===== src/rtl/gcd_pkg.sv =====
// Shared types and defaults for the GCD operand loader: FSM states,
// response status codes and the counter saturation helper.
package gcd_pkg;

   localparam int DEF_DATA_W     = 16;
   localparam int DEF_GAP_CYCLES = 2;
   localparam int DEF_TIMEOUT    = 1024;
   localparam int CYCLES_W       = 16;

   typedef enum logic [2:0] {
      IDLE      = 3'd0,
      LOAD_A    = 3'd1,
      GAP       = 3'd2,
      LOAD_B    = 3'd3,
      WAIT_DONE = 3'd4,
      RESP      = 3'd5
   } gcd_state_t;

   typedef enum logic [1:0] {
      ST_OK      = 2'b00,
      ST_TIMEOUT = 2'b01,
      ST_ZERO    = 2'b10
   } gcd_status_t;

   function automatic logic [CYCLES_W-1:0] sat_inc(input logic [CYCLES_W-1:0] v);
      return (v == {CYCLES_W{1'b1}}) ? v : v + 1'b1;
   endfunction

endpackage


===== src/rtl/gcd_loader.sv =====
// Feeds an operand pair to a GCD core as two start strobes (A, gap, B),
// waits for done with a timeout, and returns status plus wait latency.
module gcd_loader
   import gcd_pkg::*;
#(
   parameter int DATA_W     = DEF_DATA_W,
   parameter int GAP_CYCLES = DEF_GAP_CYCLES,
   parameter int TIMEOUT    = DEF_TIMEOUT
) (
   input  logic                clk,
   input  logic                rst,
   input  logic                req_valid,
   output logic                req_ready,
   input  logic [DATA_W-1:0]   req_a,
   input  logic [DATA_W-1:0]   req_b,
   output logic                start,
   output logic [DATA_W-1:0]   data_in,
   input  logic                done,
   output logic                rsp_valid,
   input  logic                rsp_ready,
   output logic [1:0]          rsp_status,
   output logic [CYCLES_W-1:0] rsp_cycles
);

   localparam int GAP_W = (GAP_CYCLES > 1) ? $clog2(GAP_CYCLES) : 1;
   localparam int TO_W  = (TIMEOUT > 2) ? $clog2(TIMEOUT) : 1;
   localparam logic [GAP_W-1:0] GAP_LAST = GAP_W'(GAP_CYCLES - 1);
   localparam logic [TO_W-1:0]  TO_LAST  = TO_W'(TIMEOUT - 1);

   gcd_state_t          state_reg;
   logic [DATA_W-1:0]   b_reg;
   logic [GAP_W-1:0]    gap_cnt_reg;
   logic [TO_W-1:0]     to_cnt_reg;
   logic [CYCLES_W-1:0] wait_cnt_reg;

   // Gated by rst so the host never sees ready while reset is held.
   assign req_ready = (state_reg == IDLE) && !rst;

   always_ff @(posedge clk) begin
      if (rst) begin
         state_reg    <= IDLE;
         b_reg        <= '0;
         gap_cnt_reg  <= '0;
         to_cnt_reg   <= '0;
         wait_cnt_reg <= '0;
         start        <= 1'b0;
         data_in      <= '0;
         rsp_valid    <= 1'b0;
         rsp_status   <= ST_OK;
         rsp_cycles   <= '0;
      end else begin
         start   <= 1'b0;
         data_in <= '0;
         case (state_reg)
            IDLE: begin
               if (req_valid) begin
                  // Operand A goes straight into the output register; only B waits.
                  b_reg <= req_b;
                  if (req_a == '0 || req_b == '0) begin
                     state_reg  <= RESP;
                     rsp_valid  <= 1'b1;
                     rsp_status <= ST_ZERO;
                     rsp_cycles <= '0;
                  end else begin
                     state_reg <= LOAD_A;
                     start     <= 1'b1;
                     data_in   <= req_a;
                  end
               end
            end
            LOAD_A: begin
               gap_cnt_reg <= '0;
               if (GAP_CYCLES == 0) begin
                  state_reg <= LOAD_B;
                  start     <= 1'b1;
                  data_in   <= b_reg;
               end else begin
                  state_reg <= GAP;
               end
            end
            GAP: begin
               if (gap_cnt_reg == GAP_LAST) begin
                  state_reg <= LOAD_B;
                  start     <= 1'b1;
                  data_in   <= b_reg;
               end else begin
                  gap_cnt_reg <= gap_cnt_reg + 1'b1;
               end
            end
            LOAD_B: begin
               state_reg    <= WAIT_DONE;
               to_cnt_reg   <= '0;
               wait_cnt_reg <= '0;
            end
            WAIT_DONE: begin
               // done wins over a timeout landing in the same cycle.
               if (done) begin
                  state_reg  <= RESP;
                  rsp_valid  <= 1'b1;
                  rsp_status <= ST_OK;
                  rsp_cycles <= wait_cnt_reg;
               end else if (to_cnt_reg == TO_LAST) begin
                  state_reg  <= RESP;
                  rsp_valid  <= 1'b1;
                  rsp_status <= ST_TIMEOUT;
                  rsp_cycles <= wait_cnt_reg;
               end else begin
                  to_cnt_reg   <= to_cnt_reg + 1'b1;
                  wait_cnt_reg <= sat_inc(wait_cnt_reg);
               end
            end
            RESP: begin
               if (rsp_ready) begin
                  state_reg <= IDLE;
                  rsp_valid <= 1'b0;
               end
            end
            default: state_reg <= IDLE;
         endcase
      end
   end

endmodule


===== config.mk =====
export PLATFORM = sky130hd
export DESIGN_NAME = gcd_loader
export DESIGN_NICKNAME = d
export VERILOG_FILES = /design/src/rtl/gcd_pkg.sv /design/src/rtl/gcd_loader.sv
export SDC_FILE = /design/constraint.sdc
export NUM_CORES = 1
export LEC_CHECK = 0
export ABC_AREA = 1
export BUFFER_PORTS_ARGS = -buffer_cell sky130_fd_sc_hd__buf_2
export CELL_PAD_IN_SITES_DETAIL_PLACEMENT = 0
export CELL_PAD_IN_SITES_GLOBAL_PLACEMENT = 2
export CORE_MARGIN = 5
export CORE_UTILIZATION = 31
export CTS_CLUSTER_DIAMETER = 80
export DETAILED_ROUTE_END_ITERATION = 10
export PLACE_DENSITY = 0.9
export SYNTH_ARGS = -nofsm -noshare
export SYNTH_HDL_FRONTEND = slang
export SYNTH_SLANG_ARGS = --single-unit

===== constraint.sdc =====
create_clock -name clk -period 2.35 [get_ports clk]
set_clock_uncertainty 0.2 [all_clocks]
set_input_delay 0.705 -clock clk [delete_from_list [all_inputs] [get_ports clk]]
set_output_delay 0.705 -clock clk [all_outputs]
set_load 0.03 [all_outputs]

==> summary.md, run 1 <==
| Metric | Value |
|---|---|
| CP Buf/Inv Count | `2` |
| Global-route wire length before repair | `~19 mm` |
| # diodes | `0` |
| Mapped Area | `about 4100 um2` |
| Worst EP required | `~1.4 ns` |
| Clock Pin Slew Worst Setup and Hold Paths | `~0.060 ns` |
| Clock tree root buffer cell | `clkbuf_16` |
| Final nets | `around 720` |
| Pwr per Cell Area | `about 1000 nW/um2` |
| Initial core utilization | `0.314` |
| DRT Pass-1 Iters | `4` |
| Vias in the first global route | `~3.9k` |
| Mean routed wirelength per cell | `~13 um` |
| Final hold violations | `0` |
| CTS Hold Bufs | `0` |
| Clk Latency, worst-skew pair | `0.34 ns` |
| Post-placement cell area | `roughly 4700 um2` |
| Setup CP Type | `flip-flop to output port` |
| Commonest non-fill, non-tap cell in the layout | `nand2_1` |
| H-Tree Depth | `3` |
| Max rail drop VDD | `between 0.4 and 0.5 mV` |
| Critical path launch point type | `flip-flop` |
| Layout cell share with drive strength beyond 1 | `0.221` |
| Outcome | `complete, no violations` |
| Critical path's slowest cell | `dfxtp_1` |
| Placer Congestion | `0.866` |
| DR iter-0 viols | `about 230` |
| Ys Warns | `0` |
| DPL Wire Length | `slightly above 8 mm` |
| Number of synthesized register bits | `82` |
| GR Overflow Total | `0` |
| # port buffers | `73` |
| Fin. max-slew vios | `0` |
| R2R Setup Slk | `about 0.25 ns` |
| Critical-path cell list | `buf_4 > nor3_2 > buf_4` |
| Routed via count | `~4.0k` |
| Post-Syn Area per Cell | `~7 um2` |
| Routed wire length | `between 10 and 15 mm` |
| Gate Count Post-Synth | `around 600` |
| Seq/Total Area, Yosys | `0.397` |
| CTS tree | `done` |
| Min-delay worst type | `flip-flop to flip-flop` |
| Die area | `roughly 16000 um2` |
| Cell row count | `42` |
| Fill count | `between 1k and 1.5k` |
| Commonest non-fill, non-tap cells in the layout | `nand2_1 (170), dfxtp_1 (82), nor2_1 (77)` |
| Initial antenna violation count | `0` |
| Synth area leaders | `dfxtp_1 (40%), nand2_1 (15%), a21oi_1 (7.8%)` |
| Least-Margin Pin Slew | `roughly 0.45 ns` |
| Via/cell ratio | `between 4 and 5` |
| Area growth syn-to-layout | `22.4%` |
| Fmax | `between 400 and 500 MHz` |
| Min Tclk post-route | `about 2.3 ns` |
| Worst Path Arrival | `1.36 ns` |
| Syn Nets | `between 600 and 700` |
| Period utilization | `0.962` |
| Total CTS buffers | `9` |
| Total track usage | `0.142` |
| # Max-Cap Violations | `0` |
| Crit path largest cell delay | `0.41 ns` |
| Leakage | `approximately 2.1 nW` |
| TNS Setup | `0 ns` |
| Setup crit end kind | `output port` |
| Max-slew headroom | `0.701` |
| Crit-path max FO | `5` |
| CORE AREA | `between 10000 and 15000 um2` |
| Largest net degree at the start of global routing | `37` |
| Design Area, Final | `5060 um2` |
| Worst Hold Slack | `roughly 0.26 ns` |
| Io pins | `between 70 and 80` |
| Final Total Pwr | `5.23 mW` |
| Post-synth top area share | `0.397` |
| Crit-path most repeated cell | `buf_4` |
| CTS Buffer Depth | `2` |
| Die Wd | `125 um` |
| Worst path top cell family by delay | `flip-flops` |
| Detail Route Antenna Nets | `0` |
| DRC | `0` |
| CTS sink cnt | `82` |
| Final setup violation count | `0` |
| Die Y | `125 um` |
| Post-layout util | `0.385` |
| Yosys cell types | `38` |
| Area leader, netlist | `dfxtp_1` |
## cell usage after synthesis
library cell  count
nand2_8           1
inv_4             1
o211a_1           1
nand2_1         170
o21ai_1           3
nor3b_1           2
xor2_1            3
inv_1            36
nor2_2            4
buf_2             6
nand4_1          11
a21boi_0          1
o21a_1            1
buf_1             2
nand3b_1          2
nand2_4           1
nor2_4            2
dfxtp_1          82
nor2_8            3
inv_2             1
a21oi_1          64
o21bai_1          1
buf_8             1
nor2_1           77
nor3_1            5
clkbuf_1         12
clkinv_1          1
o21ai_0           7
ha_1              2
nand3_1          60
nand3_4           1
clkinv_2          1
nand2_2          16
a21oi_2           9
buf_12            1
xnor2_1           2
buf_4             2
buf_6             4
## what timing repair did
| item | in CTS | in global routing |
|---|---|---|
| buffers inserted | 0 | 4 |
| gates resized for setup | 0 | 2 |
| setup endpoints to repair | 0 | 12 |
| hold endpoints to repair | 0 | 0 |
## metal layers
layer  share of wire  wire length [um]  track usage
met5               0                 0            0
met4           0.016               184       0.0478
met3           0.045               502       0.0328
met2            0.48              5430        0.244
met1            0.46              5160        0.176
## power breakdown
group	switching [mW]	total (mW)	leakage (nW)	internal, mW
logic	1.31	1.94	1.25	0.634
clock network	0.567	1.53	0.149	0.961
registers	0.145	1.77	0.666	1.62
## cells by family after synthesis
| logic type | synth area share |
|---|---|
| XOR/XNOR | 0.0106 |
| flip-flops | 0.397 |
| adder cells (fa/ha/maj) | 0.00606 |
| buffers and inverters | 0.0803 |
| AO/OA/AOI/OAI | 0.117 |
| AND/OR/NAND/NOR | 0.389 |
## final cells by class
cell class              count  area, um2  share of cell area
well taps                 176        220              0.0435
clock buffers              12        246              0.0487
repair buffers             95        546               0.108
flip-flops and latches     82       1640               0.325
inverters                  40        154              0.0304
clock inverters             4       75.1              0.0148
multi-input cells         450       2170               0.430
## stage by stage
stage,worst slack (ns),cells
5_1_grt,-0.00487,859
3_5_place_dp,0.170,838
4_1_cts,0.0365,854
3_3_place_gp,0.188,838
2_1_floorplan,0.108,599
6_report,0.0883,859
## path summary, 6_finish.rpt
path,startpoint,endpoint,cells past startpoint
worst max-delay path,state_reg[2],req_ready,3
worst min-delay path,b_reg[7],b_reg[7],2
worst max register to register,to_cnt_reg[0],rsp_cycles[8],10
worst min register to register,b_reg[7],b_reg[7],2
## worst register-to-register path: cells and delay by family, from the launching register on
kind	cells	cell delay, ns
simple gates	9	1.17
flops	1	0.37
fa+ha+maj	1	0.26
No activity file was read; power rests on OpenSTA's default activity.
==> inputs of run 2 (changes only) <==
- ABC_AREA: 1 -> not set
- CORE_UTILIZATION: 31 -> 32
- PLACE_DENSITY: 0.9 -> 0.88
==> run 2 against run 1 <==
Area after synthesis decreased by 14%. Die area decreased by 16%. Global-route usage is 0.77 points higher. Register-to-register slack lost 0.11 ns. Core utilization rose by 4.5 points. Largest cell class unchanged. Critical path type is now primary input to output port. Sequential share of layout area up 2.8 points.
==> summary.md, run 2 <==
| Metric | Value |
|---|---|
| Total track usage | `0.150 (+0.00768)` |
| Max rail drop VDD | `0.354 mV (-27%)` |
| GR Overflow Total | `0 (unchanged)` |
| Final nets | `561 (-22%)` |
| Post-Synth XOR/XNOR Area | `0.0223 (+0.0117)` |
| Die Wd | `115 um (-8.2%)` |
| Io pins | `74 (unchanged)` |
| Worst EP required | `1.44 ns (about the same)` |
| Initial core utilization | `0.327 (+0.0120)` |
| Area leader, netlist | `dfxtp_1` |
| CORE AREA | `10800 um2 (-17%)` |
| CTS sink cnt | `82 (unchanged)` |
| Setup bufs post-CTS | `0 (unchanged)` |
| Critical Path Sink | `req_ready` |
| Layout cell share with drive strength beyond 1 | `0.315 (+0.0939)` |
| Area growth syn-to-layout | `31.7%` |
| Seq/Total Area, Yosys | `0.464 (+0.0664)` |
| DR iter-0 viols | `180 (-21%)` |
| Leakage | `1.97 nW (-4.4%)` |
| # port buffers | `73 (unchanged)` |
| Min Tclk post-route | `2.31 ns (+0.0507 ns)` |
| H-Tree Depth | `3 (unchanged)` |
| # Max-Cap Violations | `0 (unchanged)` |
| Syn Nets | `441 (-31%)` |
| Pre-CTS WS | `-0.173 ns (-0.343 ns)` |
| Post-synth top cells | `dfxtp_1 (82), nor2_1 (50), nand2_1 (49)` |
| Setup CP Type | `primary input to output port` |
| Min-delay worst type | `flip-flop to flip-flop` |
| Detail Route Antenna Nets | `0 (unchanged)` |
| Synth area leaders | `dfxtp_1 (46%), nor2_1 (5.3%), nand2_1 (5.2%)` |
| Vias in the first global route | `3349 (-13%)` |
| Number of synthesized register bits | `82 (unchanged)` |
| TNS Setup | `0 ns (unchanged)` |
| DRT Pass-1 Iters | `4 (unchanged)` |
| Placed cell count | `651 (-22%)` |
| Sw Share | `0.331 (-0.0548)` |
| Gate Count Post-Synth | `402 (-33%)` |
| Total CTS buffers | `9 (unchanged)` |
| Adder-Cell Fraction of Synth Area | `0.00707 (+0.00101)` |
| Ys Warns | `0 (unchanged)` |
| Critical-path cell list | `buf_2 > or3_4 > nor2_4 > buf_6` |
| DRC | `0 (unchanged)` |
| Outcome | `complete, no violations` |
| Post-Syn Area per Cell | `8.81 um2 (+28%)` |
| Final hold violations | `0 (unchanged)` |
| Setup crit start | `rst` |
| Critical path's slowest cell | `or3_4` |
| Crit path largest cell delay | `0.35 ns (-0.06 ns)` |
| Setup crit end kind | `output port` |
| Final setup violation count | `0 (unchanged)` |
| Unrepaired setup endpoints after global routing | `false` |
| Via/cell ratio | `5.14 (+9.5%)` |
| Worst R2R Path Depth | `6 (-4)` |
| # diodes | `0 (unchanged)` |
| Largest net degree at the start of global routing | `19 (-49%)` |
| Pwr per Cell Area | `788 nW/um2 (-24%)` |
| Most frequent cell after synthesis | `dfxtp_1` |
| Async set or reset register ratio after synthesis | `0 (unchanged)` |
| Cell row count | `38 (-9.5%)` |
| Yosys cell types | `52 (+37%)` |
| Fin. max-slew vios | `0 (unchanged)` |
| Post-synthesis mux area share | `0 (unchanged)` |
| Reg-to-reg startpoint | `state_reg[2]` |
| Internal power | `2.46 mW (-24%)` |
| Die area | `13300 um2 (-16%)` |
| Max-slew headroom | `0.521 (-0.180)` |
| Post-synth top area share | `0.464 (+0.0664)` |
| Post-synth EDFFs | `0 (unchanged)` |
| Period utilization | `0.984 (+0.0216)` |
| Synth Area in Compound Gates | `0.212 (+0.0955)` |
| Fmax | `432 MHz (-2.2%)` |
| Worst Path Arrival | `1.41 ns (+0.05 ns)` |
| Least-Margin Pin Slew | `0.717 ns (+0.268 ns)` |
| Mapped Area | `3540 um2 (-14%)` |
| Commonest non-fill, non-tap cell in the layout | `dfxtp_1` |
| R2R Setup Slk | `0.14 ns (-0.11 ns)` |
| Sequential power share | `0.433 (+0.095)` |
| Mean routed wirelength per cell | `14.6 um (+11%)` |
| Routed via count | `3430 (-15%)` |
| Post-synthesis simple-gate area fraction | `0.251 (-0.138)` |
| Commonest non-fill, non-tap cells in the layout | `dfxtp_1 (80), buf_2 (72), buf_4 (61)` |
| Logic gate share of total power | `0.286 (-0.085)` |
| Top FF cell, synth | `dfxtp_1` |
| Final Non-Filler Cells | `667 (-22%)` |
| Initial antenna violation count | `0 (unchanged)` |
| Crit-path max FO | `3 (-2)` |
| Switching power | `1.21 mW (-40%)` |
| Final setup margin | `0.0376 ns (-0.0507 ns)` |
| DPL Wire Length | `7.33 mm (-10%)` |
| Global-route wire length before repair | `16.3 mm (-12%)` |
| Routed wire length | `9.73 mm (-14%)` |
| Critical path launch point type | `primary input` |
| CTS Buffer Depth | `2 (unchanged)` |
| Clk pwr share | `0.281 (-0.011)` |
| R2r endpoint | `wait_cnt_reg[3]` |
| Die Y | `115 um (-8.2%)` |
| Clock Pin Slew Worst Setup and Hold Paths | `0.08 ns (+0.02 ns)` |
| Placer Congestion | `0.834 (-3.7%)` |
| Clock tree root buffer cell | `clkbuf_8` |
| Clk Latency, worst-skew pair | `0.35 ns (about the same)` |
| Largest family of logic cells by synthesized area | `simple AND/OR/NAND/NOR gates` |
| Worst Hold Slack | `0.259 ns (-0.00406 ns)` |
| CTS tree | `done` |
## run 2: cell types whose count changed after synthesis, sizes merged, moves of 17 or more
cell / previous run / this run
a21oi: 73 / 32
a22o: 0 / 17
inv: 38 / 4
nand2: 188 / 50
nand3: 61 / 11
nor2: 86 / 50
## run 2: how the worst min path moves through the flow
stage                   start   endpoint  cells past startpoint
global placement     b_reg[4]   b_reg[4]                      2
detailed placement  b_reg[14]  b_reg[14]                      2
finish               b_reg[4]   b_reg[4]                      2
global route         b_reg[6]   b_reg[6]                      2
CTS                 b_reg[14]  b_reg[14]                      2
floorplan            b_reg[0]   b_reg[0]                      2
## run 2: power by group through the flow
stage                     registers [mW]  logic, mW  clock network [mW]
final                               1.59       1.05                1.03
after global routing                1.61       1.16                1.11
after CTS                           1.59       1.06                1.06
after detailed placement            1.62       1.04                   0
after global placement              1.62       1.02                   0
after floorplan                     1.69      0.631                   0
## run 2: worst max-delay path, delay by kind of cell
kind | cells | cell delay [ns]
buffers and inverters | 2 | 0.25
AND/OR/NAND/NOR | 2 | 0.45
## run 2: what timing repair did
item                                    in CTS  in global routing
endpoints found under the setup margin      18                  8
resized for setup                            6                  4
hold buffers                                 0                  0
pin swaps                                    0                  1
## run 2: area by class of cell
cell class / count / area, um2
Multi-Input combinational cell: 289 / 1780
Tap cell: 140 / 175
Clock buffer: 12 / 145
Fill cell: 1125 / 6180
Sequential cell: 82 / 1640
Inverter: 5 / 18.8
Timing Repair Buffer: 135 / 850
Clock inverter: 4 / 51.3
## run 2: stage by stage
stage / utilization / total power, mW / cell area, um2
finish: 0.430 / 3.67 / 4660
global route: 0.430 / 3.88 / 4660
CTS: 0.430 / 3.71 / 4660
detailed placement: 0.409 / 2.66 / 4430
global placement: 0.409 / 2.64 / 4430
floorplan: - / 2.32 / 3560
## run 2: logic make-up after synthesis
family,count (synthesis)
AO/OA/AOI/OAI,104
adder cells (fa/ha/maj),2
buffers and inverters,31
flip-flops,82
XOR/XNOR,9
AND/OR/NAND/NOR,174
## run 2: routing by layer
layer	wire length [um]	up-vias	GRT usage
met5	0	-	0
met4	115	0	0.0493
met3	418	10	0.0326
met2	4570	75	0.241
met1	4630	1629	0.201
li1	-	1716	-
==> inputs of run 3 (changes only) <==
- SETUP_SLACK_MARGIN: not set -> 0.2
- SLEW_MARGIN: not set -> 10
==> run 3 against run 2 <==
Power up 2.7%. Die area unchanged. Final cell count grew 1.8%. Worst setup slack improved by 0.031 ns. Highest routed layer unchanged. Non-clock buffer count increased by 11. Clock-buffer cell count is the same. Register-to-register slack gained 0.06 ns. Critical path depth unchanged. Global-route usage increased by 0.19 points. Critical path type unchanged. Core utilization grew 3.2 points.
==> summary.md, run 3 (synthesis gave the netlist of run 2 again) <==
| Metric | Value |
|---|---|
| Met1 Usage GRT | `0.205 (+0.00458)` |
| Worst EP required | `1.44 ns (about the same)` |
| CORE AREA | `10800 um2 (unchanged)` |
| Commonest non-fill, non-tap cells in the layout | `dfxtp_1 (79), buf_2 (71), buf_4 (69)` |
| GR Util met2 | `0.242 (+0.00116)` |
| CTS tree | `done` |
| Die Wd | `115 um (unchanged)` |
| Reg-to-reg startpoint | `state_reg[1]` |
| Initial antenna violation count | `0 (unchanged)` |
| Max rail drop VDD | `0.361 mV (+2.1%)` |
| Area growth syn-to-layout | `41.5%` |
| Max-slew headroom | `0.643 (+0.122)` |
| CTS sink cnt | `82 (unchanged)` |
| # diodes | `0 (unchanged)` |
| Critical path launch point type | `primary input` |
| Unrepaired setup endpoints after global routing | `true` |
| Detail Route Antenna Nets | `0 (unchanged)` |
| Crit-path max FO | `2 (-1)` |
| Largest net degree at the start of global routing | `19 (unchanged)` |
| Clk Latency, worst-skew pair | `0.35 ns (about the same)` |
| H-Tree Depth | `3 (unchanged)` |
| Mean routed wirelength per cell | `15.3 um (+4.9%)` |
| Fill count | `1088 (-3.3%)` |
| DRC | `0 (unchanged)` |
| Period utilization | `0.971 (-0.0130)` |
| Least-Margin Pin Slew | `0.532 ns (-0.185 ns)` |
| Global-route wire length before repair | `16.5 mm (+1.3%)` |
| M3 GR Usage | `0.0326 (unchanged)` |
| Outcome | `complete, no violations` |
| Cell row count | `38 (unchanged)` |
| Final setup violation count | `0 (unchanged)` |
| CTS Buffer Depth | `2 (unchanged)` |
| # port buffers | `73 (unchanged)` |
| Routed wire length | `10.4 mm (+6.8%)` |
| DR iter-0 viols | `204 (+13%)` |
| Initial core utilization | `0.327 (unchanged)` |
| Commonest non-fill, non-tap cell in the layout | `dfxtp_1` |
| # Max-Cap Violations | `0 (unchanged)` |
| Placer Congestion | `0.834 (unchanged)` |
| GR Overflow Total | `0 (unchanged)` |
| Final hold violations | `0 (unchanged)` |
| Setup crit start | `rst` |
| Final nets | `573 (+2.1%)` |
| DPL Wire Length | `7.33 mm (unchanged)` |
| GRT Max-Usage Layer | `met2` |
| CTS Hold Bufs | `0 (unchanged)` |
| Layout cell share with drive strength beyond 1 | `0.378 (+0.0635)` |
| Pre-CTS WS | `-0.173 ns (unchanged)` |
| Setup crit end kind | `output port` |
| Clock tree root buffer cell | `clkbuf_8` |
| Fmax | `438 MHz (+1.3%)` |
| Start point of the worst hold path | `b_reg[4]` |
| Placed cell count | `651 (unchanged)` |
| Final Non-Filler Cells | `679 (+1.8%)` |
| Min-delay worst type | `flip-flop to flip-flop` |
| Die area | `13300 um2 (unchanged)` |
| Worst Path Arrival | `1.38 ns (-0.03 ns)` |
| Min Tclk post-route | `2.28 ns (-0.0306 ns)` |
| Die Y | `115 um (unchanged)` |
| Io pins | `74 (unchanged)` |
| Vias in the first global route | `3363 (+0.42%)` |
| Total CTS buffers | `9 (unchanged)` |
| Routed via count | `3503 (+2.1%)` |
| Setup CP Type | `primary input to output port` |
| Leakage | `2.09 nW (+5.8%)` |
| Total track usage | `0.152 (+0.00188)` |
| Clock Pin Slew Worst Setup and Hold Paths | `0.08 ns (about the same)` |
| Via/cell ratio | `5.16 (+0.32%)` |
| Pwr per Cell Area | `753 nW/um2 (-4.4%)` |
| Fin. max-slew vios | `0 (unchanged)` |
| Final setup margin | `0.0682 ns (+0.0306 ns)` |
| DRT Pass-1 Iters | `4 (unchanged)` |
run 3: what timing repair did:
action	CTS	global route
setup endpoints to repair	27	51
setup buffers	6	5
pin swaps	3	9
resized for setup	17	43
cloned	0	1
run 3: path summary, 6_finish.rpt:
check	endpoint	slack [ns]	cells after the start
hold reg to reg	b_reg[4]	0.26	2
setup / recovery	req_ready	0.07	4
setup reg to reg	wait_cnt_reg[3]	0.20	7
hold / removal	b_reg[4]	0.26	2
run 3: per-stage QoR:
step | hold WS [ns] | cell area [um2] | TNS (ns) | power, mW | utilization
after floorplan | 0.236 | 3560 | -0.225 | 2.32 | -
final | 0.258 | 5010 | 0 | 3.77 | 0.462
after global placement | 0.243 | 4430 | -3.06 | 2.64 | 0.409
after detailed placement | 0.249 | 4430 | -5.01 | 2.66 | 0.409
after global routing | 0.283 | 5010 | 0 | 3.98 | 0.462
after CTS | 0.261 | 4710 | 0 | 3.72 | 0.435
run 3: metal layers:
| layer | vias to the layer above | part of all wire |
|---|---|---|
| met4 | 0 | 0.0096 |
| met3 | 7 | 0.037 |
| met2 | 65 | 0.49 |
| li1 | 1738 | - |
| met1 | 1693 | 0.47 |
| met5 | - | 0 |
run 3: critical path: stages:
cell and delay [ns]:
buf_6 0.09, or3_4 0.34, nor2_4 0.10, buf_6 0.13
run 3: area by class of cell:
type | count | area (um2) | area share
Multi-Input combinational cell | 290 | 2010 | 0.401
Sequential cell | 82 | 1650 | 0.329
Timing Repair Buffer | 146 | 958 | 0.191
Tap cell | 140 | 175 | 0.0350
Clock buffer | 12 | 145 | 0.0290
Clock inverter | 4 | 51.3 | 0.0102
Inverter | 5 | 18.8 | 0.00375
run 3: power by group:
part	switching [mW]	internal [mW]	leakage (nW)
Sequential	0.0731	1.52	0.667
Clock	0.509	0.522	0.0966
Combinational	0.683	0.465	1.32
